`config.mk`:
```
export PLATFORM = sky130hd
export DESIGN_NAME = cpu_ctrl
export DESIGN_NICKNAME = d
export VERILOG_FILES = /design/src/rtl/cpu_ctrl.sv
export SDC_FILE = /design/constraint.sdc
export NUM_CORES = 1
export LEC_CHECK = 0
export BUFFER_PORTS_ARGS = -buffer_cell sky130_fd_sc_hd__buf_2
export CORE_UTILIZATION = 42
export CTS_CLUSTER_DIAMETER = 150
export CTS_CLUSTER_SIZE = 12
export DETAILED_ROUTE_END_ITERATION = 10
export GPL_ROUTABILITY_DRIVEN = 0
export PLACE_DENSITY = 0.76
export SYNTH_ARGS = -nofsm -noshare
export SYNTH_HDL_FRONTEND = slang
export SYNTH_SLANG_ARGS = --single-unit
```
`constraint.sdc`:
```
create_clock -name clk -period 1.95 [get_ports clk]
set_input_delay 0.195 -clock clk [delete_from_list [all_inputs] [get_ports clk]]
set_output_delay 0.195 -clock clk [all_outputs]
set_load 0.01 [all_outputs]
```
`src/rtl/cpu_ctrl.sv`:
```
// Instruction sequencer: fetch/decode/execute/write-back control for a small
// 16-bit register machine, with sticky halt and illegal-opcode reporting.
module cpu_ctrl (
  input  logic        clk,
  input  logic        rst,
  input  logic [15:0] ir_in,
  input  logic        mem_ready,
  output logic        mem_rd,
  output logic        ir_load,
  output logic        pc_inc,
  output logic [3:0]  dest_reg,
  output logic [3:0]  sour_reg,
  output logic        en_reg_mux,
  output logic [2:0]  alu_op,
  output logic        halted,
  output logic        illegal,
  output logic [1:0]  state
);

  typedef enum logic [1:0] {
    FETCH  = 2'd0,
    DECODE = 2'd1,
    EXEC   = 2'd2,
    WB     = 2'd3
  } state_t;

  state_t      st;
  logic [15:0] ir;
  logic        halt_q;
  logic [3:0]  opcode;
  logic        op_alu;
  logic        op_undef;
  logic        ir_unused;

  assign opcode    = ir[15:12];
  assign op_alu    = (opcode >= 4'd1) && (opcode <= 4'd6);
  assign op_undef  = (opcode >= 4'd7) && (opcode <= 4'd14);
  assign ir_unused = ^ir[3:0];

  always_ff @(posedge clk) begin
    if (rst) begin
      st     <= FETCH;
      ir     <= 16'd0;
      halt_q <= 1'b0;
    end else begin
      case (st)
        FETCH: begin
          // Once halted, the machine parks here and ignores memory.
          if (!halt_q && mem_ready) begin
            ir <= ir_in;
            st <= DECODE;
          end
        end
        DECODE: begin
          if (op_alu) begin
            st <= EXEC;
          end else begin
            if (opcode == 4'hF) halt_q <= 1'b1;
            st <= FETCH;
          end
        end
        EXEC:    st <= WB;
        default: st <= FETCH;
      endcase
    end
  end

  // Outputs are decoded from the registered state; ir_load/pc_inc follow
  // mem_ready in the same cycle, and reset forces every output low.
  always_comb begin
    mem_rd     = 1'b0;
    ir_load    = 1'b0;
    pc_inc     = 1'b0;
    en_reg_mux = 1'b0;
    alu_op     = 3'd0;
    illegal    = 1'b0;
    dest_reg   = 4'd0;
    sour_reg   = 4'd0;
    halted     = 1'b0;
    state      = 2'd0;
    if (!rst) begin
      dest_reg = ir[11:8];
      sour_reg = ir[7:4];
      halted   = halt_q;
      state    = st;
      case (st)
        FETCH: begin
          if (!halt_q) begin
            mem_rd = 1'b1;
            if (mem_ready) begin
              ir_load = 1'b1;
              pc_inc  = 1'b1;
            end
          end
        end
        DECODE: illegal = op_undef;
        EXEC:   alu_op  = ir[14:12];
        default: begin
          alu_op     = ir[14:12];
          en_reg_mux = 1'b1;
        end
      endcase
    end
  end

endmodule

```
==> metrics.md <==
| Metric | Value |
|---|---|
| Worst-Skew Late Latency | `280 ps` |
| Final Hold Fails | `0` |
| Crit Path Category | `flop to primary output` |
| Antenna Cells | `0` |
| Worst Path Arrival | `1590 ps` |
| Synth-to-layout area growth | `26.87%` |
| IO Count | `38` |
| Drt wl/cell | `9.978 um` |
| Die Wd | `42.37 um` |
| Reg2reg setup slack | `620 ps` |
| Clock Sink Count | `15` |
| Worst Tran Pin Value | `453.7 ps` |
| Crit. Startpoint | `st[1]$_SDFFE_PP0P_` |
| CP max stage delay | `650 ps` |
| Post-Synth XOR/XNOR Area | `1.280%` |
| Post-synth top cells | `24 x nand2_1, 15 x dfxtp_1, 13 x a21oi_1` |
| Post-CTS setup buffers | `0` |
| Initial Utilization | `45.43%` |
| Worst Hold Launch | `ir_in[12]` |
| Layout fillers | `144` |
| Adder-Cell Fraction of Synth Area | `0%` |
| Asr flop ratio synth | `0%` |
| Largest area contributor in the netlist | `dfxtp_1` |
| DRT antenna net count | `0` |
| Status | `completed` |
| Drt pass-1 iters | `4` |
| Setup TNS | `0 ps` |
| H-tree Lvls | `1` |
| DP Area | `842.1 um^2` |
| Post-Synth Simple-Gate Area | `36.93%` |
| Fmax | `558.7 MHz` |
| Pleak | `0.4134 nW` |
| CTS Root Cell | `clkbuf_4` |
| Via-to-Cell Ratio | `4.825` |
| Max FO, Critical Path | `13` |
| Post-synth top area share | `between 40% and 50%` |
| Crit end category | `primary output` |
| Max-slew headroom | `between 60% and 70%` |
| # setup viols final | `0` |
| Core Area | `~1500 um^2` |
| Crit-path slowest cell | `or4b_4` |
| Seq/Total Area, Yosys | `43.88%` |
| First-pass GRT wire length | `2.132 mm` |
| Routed vias | `661` |
| Fin area | `between 800 and 900 um^2` |
| Post-CTS Resized | `0` |
| TritonCTS clock tree | `yes` |
| Synth area leaders | `dfxtp_1 44%, nand2_1 13%, a21oi_1 9.5%` |
| Post-layout min period | `1790 ps` |
| Peak VDD IR | `0.0004846 V` |
| Aggregate global routing overflow | `0` |
| Dpl cells | `about 130` |
| R2R Path End | `ir[7]$_SDFFE_PP0N_` |
| Power Density | `709.0 nW/um^2` |
| Clock transition at path regs | `80 ps` |
| Hold slack | `145.2 ps` |
| Final Max Slew Viols | `0` |
| Port Buffers | `33` |
| Count leader, synth | `nand2_1` |
| Vias in the first global route | `539` |
| Worst R2R Path Depth | `3` |
| Maximum Capacitance Violations | `0` |
| Synth Flop Type | `dfxtp_1` |
| Post-synth net total | `108` |
| CTS buffer count | `3` |
| Max clock buf depth | `2` |
| Startpoint types | `flop` |
| Post-synthesis mux area share | `0%` |
| Compound-gate portion of the synthesized area | `11.70%` |
| Hold path depth | `3` |
| Starting DRC count in detailed routing | `5` |
| Final WL | `approximately 1.4 mm` |
| Required @ worst endpoint | `1750 ps` |
| Nets@finish | `141` |
| Hpwl dp | `about 960 um` |
| Reg2reg start | `st[1]$_SDFFE_PP0P_` |
| Synth Warn # | `0` |
| Yosys cell types | `21` |
| Finished Layout Cells | `137` |
| Share of cells above drive strength 1 | `32.23%` |
| Die area | `between 1500 and 2000 um^2` |
| RSZ-0062 raised after global routing | `false` |
| Worst Hold End | `ir[12]$_SDFFE_PP0N_` |
| # hold bufs at CTS | `0` |
| Clock Skews | `0.9527 ps` |
| DRC | `0` |
| Synthesized area per cell | `just under 8 um^2` |
| Final Cycle Share | `91.79%` |
| Largest net degree at the start of global routing | `29` |
| Largest family of logic cells by synthesized area | `simple AND/OR/NAND/NOR gates` |
| Cells after synthesis | `89` |
| CP cell instances | `or4b_4 > nor2_1 > buf_2` |
| Hold/Removal Path Class | `input pin to flop` |
| Die height | `42.37 um` |
| Post-synth EDFFs | `0` |
| Total GRT Usage | `15.76%` |
| FP Rows | `14` |
| Initial antenna violation count | `0` |
| Mapped Area | `a little under 700 um^2` |
| #FFs+latches synth | `15` |
## worst max-delay path: cells and delay by family (launching register included)
kind                   cells  cell delay, ps
AND/OR/NAND/NOR            2             790
flip-flops                 1             370
buffers and inverters      1             140
## routing by layer
| layer | routed length, um | vias up | global-route usage (%) |
|---|---|---|---|
| li1 | - | 357 | - |
| met1 | 669 | 274 | 19.46 |
| met2 | 602 | 28 | 25.54 |
| met3 | 89 | 2 | 2.586 |
| met4 | 6 | 0 | 9.375 |
| met5 | 0 | - | 0 |
## where the power goes
part	leakage, nW	internal, mW	switching (mW)
combinational	0.275	0.0473	0.0547
sequential	0.123	0.326	0.0142
clock	0.0150	0.0794	0.0945
## cell families (layout without fill, tap and decap cells)
logic type / count (synthesis) / after routing
buffers and inverters: 8 / 40
AOI/OAI and AO/OA: 15 / 15
and+or+nand+nor: 50 / 50
DFF: 15 / 15
xor gates and xnor gates: 1 / 1
## layout by cell type (no fill, tap or decap), types with 2 or more instances in the layout
master	instances
a21oi_1	13
and2_1	4
buf_2	33
clkbuf_4	3
dfxtp_1	15
inv_1	2
nand2_1	24
nand3_1	3
nor2_1	4
nor2b_1	9
nor3_1	2
## worst max-delay path by stage
stage,end,slack [ps],depth (start not counted)
2_1_floorplan,pc_inc,340,4
3_3_place_gp,pc_inc,470,3
3_5_place_dp,ir_load,470,3
4_1_cts,ir_load,140,3
5_1_grt,ir_load,100,3
6_report,ir_load,160,3
## per-stage QoR
step	util [%]	total power [mW]	setup WS (ps)
final	57.64	0.6157	160.0
after global routing	57.64	0.6546	95.39
after CTS	57.64	0.6243	144.5
after detailed placement	55.90	0.4497	469.4
after global placement	55.90	0.4470	472.1
after floorplan	-	0.4163	342.6
## cell type report
cell class / instances / area, um^2 / area share, %
timing repair buffer: 34 / 172.7 / 19.88
clock buffer: 4 / 26.28 / 3.026
sequential: 15 / 300.3 / 34.58
inverter: 2 / 7.507 / 0.8646
tap: 16 / 20.02 / 2.305
multi-input combinational: 66 / 341.6 / 39.34
## state kept, by name, indices dropped and copies added, names as in the netlist
name / count
ir: 12
st: 2
halt_q: 1
(Power assumes the default switching activity.)
